`src/rtl/uart_par_pkg.sv`:
```
// Shared definitions for the UART parity engine: parity mode encodings,
// RX state type and the parity function used by both TX and RX paths.
package uart_par_pkg;

  localparam int MAX_W = 9;

  localparam logic [1:0] PAR_EVEN  = 2'b00;
  localparam logic [1:0] PAR_ODD   = 2'b01;
  localparam logic [1:0] PAR_MARK  = 2'b10;
  localparam logic [1:0] PAR_SPACE = 2'b11;

  typedef enum logic [1:0] {
    RX_IDLE,
    RX_DATA,
    RX_PAR
  } rx_state_t;

  // A shift of MAX_W or more yields zero, so the subtraction gives all ones.
  function automatic logic [MAX_W-1:0] len_mask(input logic [31:0] len);
    len_mask = (MAX_W'(1) << len) - MAX_W'(1);
  endfunction

  function automatic logic par_calc(input logic [MAX_W-1:0] data,
                                    input logic [MAX_W-1:0] mask,
                                    input logic [1:0]       typ);
    logic x;
    x = ^(data & mask);
    case (typ)
      PAR_EVEN:  par_calc = x;
      PAR_ODD:   par_calc = ~x;
      PAR_MARK:  par_calc = 1'b1;
      PAR_SPACE: par_calc = 1'b0;
      default:   par_calc = 1'b0;
    endcase
  endfunction

endpackage

```
`src/rtl/uart_par_rx_chk.sv`:
```
// Serial RX parity checker: frame FSM, running XOR accumulator, bit counter
// and saturating error accounting.
module uart_par_rx_chk
  import uart_par_pkg::*;
#(
  parameter int LEN_W     = 4,
  parameter int ERR_CNT_W = 8
) (
  input  logic                 clk,
  input  logic                 reset,
  input  logic                 par_en,
  input  logic [1:0]           par_typ,
  input  logic [LEN_W-1:0]     eff_len,
  input  logic                 s_start,
  input  logic                 s_bit,
  input  logic                 s_bit_valid,
  input  logic                 clear_err,
  output logic                 par_err,
  output logic                 frame_done,
  output logic                 err_sticky,
  output logic [ERR_CNT_W-1:0] err_cnt
);

  rx_state_t            state;
  logic                 acc;
  logic [LEN_W-1:0]     cnt;
  logic [LEN_W-1:0]     len_l;
  logic                 par_en_l;
  logic [1:0]           typ_l;
  logic [LEN_W-1:0]     cnt_next;
  logic                 exp_par;
  logic                 err_event;
  logic [ERR_CNT_W-1:0] cnt_base;

  assign cnt_next  = cnt + LEN_W'(1);
  // The accumulator already holds the XOR of the masked bits, so it is the
  // whole data word as far as the parity function is concerned.
  assign exp_par   = par_calc(MAX_W'(acc), MAX_W'(1), typ_l);
  assign err_event = (state == RX_PAR) && s_bit_valid && !s_start && (s_bit != exp_par);
  // Clear takes effect before a coincident error is counted.
  assign cnt_base  = clear_err ? '0 : err_cnt;

  always_ff @(posedge clk) begin
    if (!reset) begin
      state      <= RX_IDLE;
      acc        <= 1'b0;
      cnt        <= '0;
      len_l      <= '0;
      par_en_l   <= 1'b0;
      typ_l      <= PAR_EVEN;
      par_err    <= 1'b0;
      frame_done <= 1'b0;
      err_sticky <= 1'b0;
      err_cnt    <= '0;
    end else begin
      par_err    <= err_event;
      frame_done <= 1'b0;
      err_sticky <= err_event | (err_sticky & ~clear_err);
      err_cnt    <= (err_event && !(&cnt_base)) ? cnt_base + ERR_CNT_W'(1) : cnt_base;
      if (s_start) begin
        state    <= RX_DATA;
        acc      <= 1'b0;
        cnt      <= '0;
        len_l    <= eff_len;
        par_en_l <= par_en;
        typ_l    <= par_typ;
      end else if (s_bit_valid) begin
        case (state)
          RX_DATA: begin
            acc <= acc ^ s_bit;
            cnt <= cnt_next;
            if (cnt_next == len_l) begin
              if (par_en_l) begin
                state <= RX_PAR;
              end else begin
                frame_done <= 1'b1;
                state      <= RX_IDLE;
              end
            end
          end
          RX_PAR: begin
            frame_done <= 1'b1;
            state      <= RX_IDLE;
          end
          default: ;
        endcase
      end
    end
  end

endmodule

```
`src/rtl/uart_par_unit.sv`:
```
// UART parity engine top: TX parity generation from a parallel word and
// serial RX parity checking via uart_par_rx_chk.
module uart_par_unit
  import uart_par_pkg::*;
#(
  parameter  int DATA_W    = 8,
  parameter  int ERR_CNT_W = 8,
  localparam int LEN_W     = $clog2(DATA_W + 1)
) (
  input  logic                 clk,
  input  logic                 reset,
  input  logic                 par_en,
  input  logic [1:0]           par_typ,
  input  logic [LEN_W-1:0]     cfg_len,
  input  logic [DATA_W-1:0]    p_data,
  input  logic                 data_valid,
  output logic                 par_bit,
  output logic                 par_valid,
  input  logic                 s_start,
  input  logic                 s_bit,
  input  logic                 s_bit_valid,
  output logic                 par_err,
  output logic                 frame_done,
  input  logic                 clear_err,
  output logic                 err_sticky,
  output logic [ERR_CNT_W-1:0] err_cnt
);

  logic [LEN_W-1:0] eff_len;
  logic [MAX_W-1:0] tx_mask;

  // Zero or out-of-range lengths fall back to the full data width.
  assign eff_len = (cfg_len == '0 || cfg_len > LEN_W'(DATA_W)) ? LEN_W'(DATA_W) : cfg_len;
  assign tx_mask = len_mask(32'(eff_len));

  always_ff @(posedge clk) begin
    if (!reset) begin
      par_bit   <= 1'b0;
      par_valid <= 1'b0;
    end else begin
      par_valid <= data_valid;
      if (data_valid) begin
        par_bit <= par_calc(MAX_W'(p_data), tx_mask, par_typ);
      end
    end
  end

  uart_par_rx_chk #(
    .LEN_W     (LEN_W),
    .ERR_CNT_W (ERR_CNT_W)
  ) u_rx_chk (
    .clk         (clk),
    .reset       (reset),
    .par_en      (par_en),
    .par_typ     (par_typ),
    .eff_len     (eff_len),
    .s_start     (s_start),
    .s_bit       (s_bit),
    .s_bit_valid (s_bit_valid),
    .clear_err   (clear_err),
    .par_err     (par_err),
    .frame_done  (frame_done),
    .err_sticky  (err_sticky),
    .err_cnt     (err_cnt)
  );

endmodule

```
`config.mk`:
```
export PLATFORM = sky130hd
export DESIGN_NAME = uart_par_unit
export DESIGN_NICKNAME = d
export VERILOG_FILES = /design/src/rtl/uart_par_pkg.sv /design/src/rtl/uart_par_rx_chk.sv /design/src/rtl/uart_par_unit.sv
export SDC_FILE = /design/constraint.sdc
export NUM_CORES = 1
export LEC_CHECK = 0
export ABC_AREA = 1
export ABC_CLOCK_PERIOD_IN_PS = 2300
export CAP_MARGIN = 30
export CORE_ASPECT_RATIO = 1.4
export CORE_MARGIN = 2
export CORE_UTILIZATION = 48
export DETAILED_ROUTE_END_ITERATION = 7
export PLACE_DENSITY = 0.73
export SKIP_CTS_REPAIR_TIMING = 1
export SYNTH_ARGS = -nofsm -noshare
export SYNTH_HDL_FRONTEND = slang
export SYNTH_SLANG_ARGS = --single-unit
```
`constraint.sdc`:
```
create_clock -name clk -period 2.3 [get_ports clk]
set_input_delay 0.23 -clock clk [delete_from_list [all_inputs] [get_ports clk]]
set_output_delay 0.23 -clock clk [all_outputs]
set_load 0.01 [all_outputs]
```
==> results of run 1 <==
-- flip-flops by register name (all words and copies together), names as in the netlist --
signal and cells:
u_rx_chk.err_cnt 8, u_rx_chk.cnt 4, u_rx_chk.len_l 4, u_rx_chk.state 2
u_rx_chk.typ_l 2, par_bit 1, par_valid 1, u_rx_chk.acc 1
u_rx_chk.err_sticky 1, u_rx_chk.frame_done 1, u_rx_chk.par_en_l 1, u_rx_chk.par_err 1
-- report_power, final --
part,total [W],leakage [nW],switching [W],internal (W)
registers,0.000490,0.220,0.00000798,0.000482
clock network,0.000271,0.0217,0.000149,0.000123
logic,0.000235,0.793,0.000125,0.000111
total,0.000997,1.03,0.000281,0.000716
-- worst max-delay path: stages --
cell and delay, ns:
dlymetal6s2s_1 0.14, nor2_2 0.14, nand2_2 0.09, xor2_2 0.15, nor2_1 0.08, nand3_1 0.08
ha_2 0.32, inv_1 0.05, nand2_2 0.07, xor2_1 0.16, nand2_1 0.08, nand2_2 0.09
xor2_1 0.14, nand3_1 0.10, nand3_1 0.08, nand2_1 0.05, inv_1 0.05, a21oi_1 0.05
-- final cells by class --
| cell class | count | area [sq um] |
|---|---|---|
| Timing Repair Buffer | 49 | 462.9 |
| Clock inverter | 1 | 7.507 |
| Clock buffer | 3 | 41.29 |
| Inverter | 43 | 161.4 |
| Fill cell | 322 | 1116 |
| Multi-Input combinational cell | 180 | 967.2 |
| Tap cell | 40 | 50.05 |
| Sequential cell | 27 | 540.5 |
-- per-stage QoR --
| step | setup WS, ns | hold slack (ns) |
|---|---|---|
| detailed placement | -0.2505 | 0.4594 |
| floorplan | 0.2886 | 0.3235 |
| CTS | 0.03403 | 0.4753 |
| global placement | -0.1663 | 0.4558 |
| global route | 0.1430 | 0.4914 |
| finish | 0.3102 | 0.4762 |
-- kinds of logic (layout without fill, tap and decap cells) --
family	count (synthesis)	after routing	share of synthesized area, %
flops	27	27	32.63
compound gates	34	34	11.48
buf+inv	45	96	10.50
xor+xnor	12	12	6.344
simple gates	128	128	35.04
fa+ha+maj	5	5	3.776
other cells	1	1	0.2264
-- per-layer routing --
metal,part of all wire (%),wire length (um),track usage [%],up-vias
met5,0,0,0,-
met1,38,1493,22.45,785
li1,-,-,-,923
met4,1.4,55,7.407,0
met2,57,2229,45.40,46
met3,3.1,120,1.016,4
-- cells in the final DEF, fill, tap and decap left out, drive strengths merged, types with 4 or more instances in the layout --
master	count
nand2	55
inv	42
clkdlybuf4s50	30
nand3	29
dfxtp	27
nor2	27
buf	15
o21ai	12
a21oi	11
nand4	10
xor2	8
nor3	6
ha	5
o22ai	4
dlymetal6s2s	4
xnor2	4
-- path summary, 6_finish.rpt --
kind	to	start	slack, ns	cells past startpoint
worst max register to register	u_rx_chk.err_cnt[4]	u_rx_chk.state[0]	0.49	11
worst min-delay path	u_rx_chk.err_sticky	u_rx_chk.err_sticky	0.48	2
worst max-delay path	par_bit	cfg_len[1]	0.31	18
worst min register to register	u_rx_chk.err_sticky	u_rx_chk.err_sticky	0.48	2
==> metrics.txt, run 1 <==
status=finished clean; Cells after Synth=252; Tot Pwr=0.0009969 W; CP Capture Type=flip-flop; final non-filler cell total=343; largest net degree at the start of global routing=17; DRT Pass-1 Iters=4; global route overflow=0; CTS tree=done; VDD IR max=0.0003447 V; Yosys Warn Count=0; post-layout util=66.65%; overall routed net length=3.899 mm; Power Density=446.8 nW/um^2; die area=3944 sq um; Synth Flop Type=dfxtp_1; CTS Buf Count=3; post-synth top area share=32.63%; Placer Congestion=0.9047; Layout Nets=331; share of layout cells above drive strength 1=11.88%; Core Area=3347 sq um; GRT Util Overall=22.21%; clock buffer depth=2; worst path arrival time=2.15 ns; Final Instance Area=2231 sq um; vias in the first global route=1,684; area grow syn2layout=34.67%; unrepaired setup endpoints after global routing=no; register bit total from synthesis=27; asr flop ratio synth=0%; DP HPWL=3.234 mm; Sum Neg Setup Slack=0 ns; global-route wire length before repair=6.679 mm; cell taking the most area after synthesis=dfxtp_1; Seq/Total Area, Yosys=32.63%; WL/cell=11.37 um; Final Skew=0.008018 ns; DR vias/cell=5.125; CP Max Fanout=3; CTS H-Tree Depth=1; diodes inserted=0; Unique masters post-synth=29; fin crit share=86.51%; post-synthesis average cell area=6.574 sq um; initial antenna violation count=0; Max Slew Vio Count=0; Worst Hold Class=flip-flop to flip-flop; Post-synth EDFFs=0; Site Rows=25; Die Wd=53.65 um; Post-Syn Area=1657 sq um; Reg clk slew, reported paths=0.09 ns; leading post-synthesis cells by cell area=dfxtp_1, nand2_1, inv_1, nand3_1, nor2_1; Synth top cells by count=nand2_1, inv_1, nand3_1; Initial DRC Count=44; Inst Count DP=339; syn nets=279; antenna-violating nets left=0; Pleak=1.035 nW; Crit Path Class=input port to flip-flop; Die Height=73.51 um; Sink Count=27; Area after DPL=2147 sq um; Port Buf Inserts=34; maximum clock frequency=502.6 MHz; Residual DRC=0; startpoint types=input port; Hold Fails Final Rpt=0; max_cap viols=0; top-count cell post-synth=nand2_1; final setup violation count=0; worst-skew pair later-pin latency=0.27 ns; Initial Utilization=49.50%; via count=1,758; worst endpoint required time=2.46 ns; clock root buffer=clkbuf_8; fin crit period=1.990 ns; IO Pins=35
Note: power is estimated with default switching activity, not from simulation.
==> run 2, diff against run 1 <==
- ABC_AREA: 1 -> default
- PLACE_DENSITY: 0.73 -> 0.74
==> run 2 against run 1 <==
Effect of this change:
- power down 3.3%
- sequential power about the same
- area after synthesis down 9.4%
==> metrics.txt, run 2 <==
Cells after Synth=167; Top reg by flops=u_rx_chk.err_cnt; Crit path largest cell delay=0.36 ns; final worst-path setup slack=0.1655 ns; worst-path cell chain=dlymetal6s2s_1, inv_2, nor2_4, nand2_2, ha_4, or3_1, a21oi_1, o21ai_1, xnor2_1, xnor3_1, or3_1, a32o_1; worst path arrival time=2.31 ns; max reg flops=8; Reg clk slew, reported paths=0.09 ns; Die Height=70.18 um; Pleak=0.8672 nW; cell taking the most area after synthesis=dfxtp_1; Initial Utilization=49.02%; post-synthesis average cell area=8.991 sq um; DR vias/cell=5.100; share of layout cells above drive strength 1=15.84%; Layout Nets=249; worst endpoint required time=2.48 ns; Placer Congestion=0.7847; WL/cell=12.82 um; unrepaired setup endpoints after global routing=no; Largest regs=u_rx_chk.err_cnt (8), u_rx_chk.cnt (4), u_rx_chk.len_l (4); register bit total from synthesis=27; DRT Pass-1 Iters=4; maximum clock frequency=468.5 MHz; leading post-synthesis cells by cell area=dfxtp_1, xnor2_1, nor2b_1, xor2_1, mux2i_1; Final Skew=0.001414 ns; status=finished clean; syn nets=194; Inst Count DP=254; IO Pins=35; Power Density=456.9 nW/um^2; VDD IR max=0.0004200 V; vias in the first global route=1,390; Core Area=3063 sq um; post-synth top area share=36.00%; via count=1,326; Die Wd=51.27 um; largest net degree at the start of global routing=15; Post-synth EDFFs=0; die area=3598 sq um; pre-CTS setup slack=-0.5487 ns; GRT Util Overall=20.96%; CP Max Fanout=4; Yosys Warn Count=0; diodes inserted=0; CTS H-Tree Depth=1; top-count cell post-synth=dfxtp_1; CTS Buf Count=3; Site Rows=24; global route overflow=0; fin crit share=92.81%; Unique masters post-synth=39; Post-Syn Area=1501 sq um; most used cell, CP=or3_1; Crit path max-delay family=simple AND/OR/NAND/NOR gates; startpoint types=input port; most frequent cells in the layout=clkdlybuf4s50_1, dfxtp_1, buf_4, nor2b_1; clock root buffer=clkbuf_8; Hold Fails Final Rpt=0; area grow syn2layout=40.58%; worst-skew pair later-pin latency=0.27 ns; global-route wire length before repair=5.782 mm; CTS tree=done; Initial DRC Count=11; max_cap viols=0; Seq/Total Area, Yosys=36.00%; antenna-violating nets left=0; Port Buf Inserts=34; fin crit period=2.135 ns; final non-filler cell total=260; DP HPWL=2.634 mm; Residual DRC=0; worst path bufs/invs=2; commonest non-fill, non-tap cell in the layout=clkdlybuf4s50_1; overall routed net length=3.332 mm; Crit Path Class=input port to flip-flop; Sink Count=27; asr flop ratio synth=0%; clock buffer depth=2; CP Capture Type=flip-flop; Max Slew Vio Count=0; Synth top cells by count=dfxtp_1, nand2_1, nor2b_1; initial antenna violation count=0; final setup violation count=0; Slowest cell on crit path=or3_1; Worst Hold Class=flip-flop to flip-flop; Synth Flop Type=dfxtp_1
## run 2: changes by cell type in the layout (fill, tap and decap cells not counted), moves of 8 or more
cell	before	now
nand2_1	51	13
inv_1	37	3
nand3_1	28	6
nor2_1	25	10
nor2b_1	0	14
xnor2_1	3	13
nand4_1	10	2
## run 2: layer usage
layer / share of wire, % / vias up / global-route usage, % / wire length [um]
met1: 39 / 618 / 22.13 / 1289
met5: 0 / - / 0 / 0
met4: 2.1 / 0 / 8.772 / 71
met2: 56 / 27 / 39.11 / 1863
met3: 3.2 / 8 / 3.846 / 107
li1: - / 673 / - / -
## run 2: cell families after synthesis
| logic type | count (synthesis) | synth area share (%) |
|---|---|---|
| other cells | 1 | 0.2498 |
| flops | 27 | 36.00 |
| mux | 8 | 5.417 |
| compound gates | 23 | 10.42 |
| xor+xnor | 24 | 14.92 |
| simple gates | 70 | 25.92 |
| buf+inv | 9 | 2.916 |
| fa+ha+maj | 5 | 4.167 |
## run 2: worst paths after layout
| path | from | to | slack, ns | cells after the start |
|---|---|---|---|---|
| worst max-delay path | cfg_len[0] | par_bit | 0.17 | 12 |
| worst min-delay path | u_rx_chk.cnt[1] | u_rx_chk.cnt[1] | 0.48 | 2 |
| worst max register to register | u_rx_chk.err_cnt[0] | u_rx_chk.err_cnt[2] | 0.35 | 9 |
| worst min register to register | u_rx_chk.cnt[1] | u_rx_chk.cnt[1] | 0.48 | 2 |
## run 2: final cells by class
cell class,count,area [sq um]
repair buffers,55,508.0
flip-flops and latches,27,540.5
inverters,4,15.01
multi-input cells,131,953.4
clock buffers,4,45.04
fillers,263,952.2
well taps,39,48.80
## run 2: worst register-to-register path, cell delays in order (launching register included)
cell and delay (ns):
dfxtp_1 0.33, nor2b_1 0.25, ha_1 0.21, and3_1 0.18
nand3_1 0.08, o31a_1 0.33, buf_4 0.17, nand2_1 0.08
xnor2_1 0.07, and2_1 0.15
## run 2: power by group
part | leakage, nW | internal [W] | switching (W)
Clock | 0.0228 | 0.000124 | 0.000144
Combinational | 0.625 | 0.000127 | 0.0000828
Sequential | 0.220 | 0.000479 | 0.00000763
Total | 0.867 | 0.000730 | 0.000234
## run 2: per-stage QoR
step	hold WS (ns)	TNS, ns	power [W]	util [%]	cell area [sq um]
finish	0.4803	0	0.0009643	68.91	2111
global placement	0.4641	-0.4733	0.0006879	66.26	2029
detailed placement	0.4690	-0.5492	0.0006920	66.26	2029
global route	0.5038	0	0.001015	68.91	2111
floorplan	0.3558	0	0.0006062	-	1535
CTS	0.4811	-0.2624	0.0009570	67.73	2074
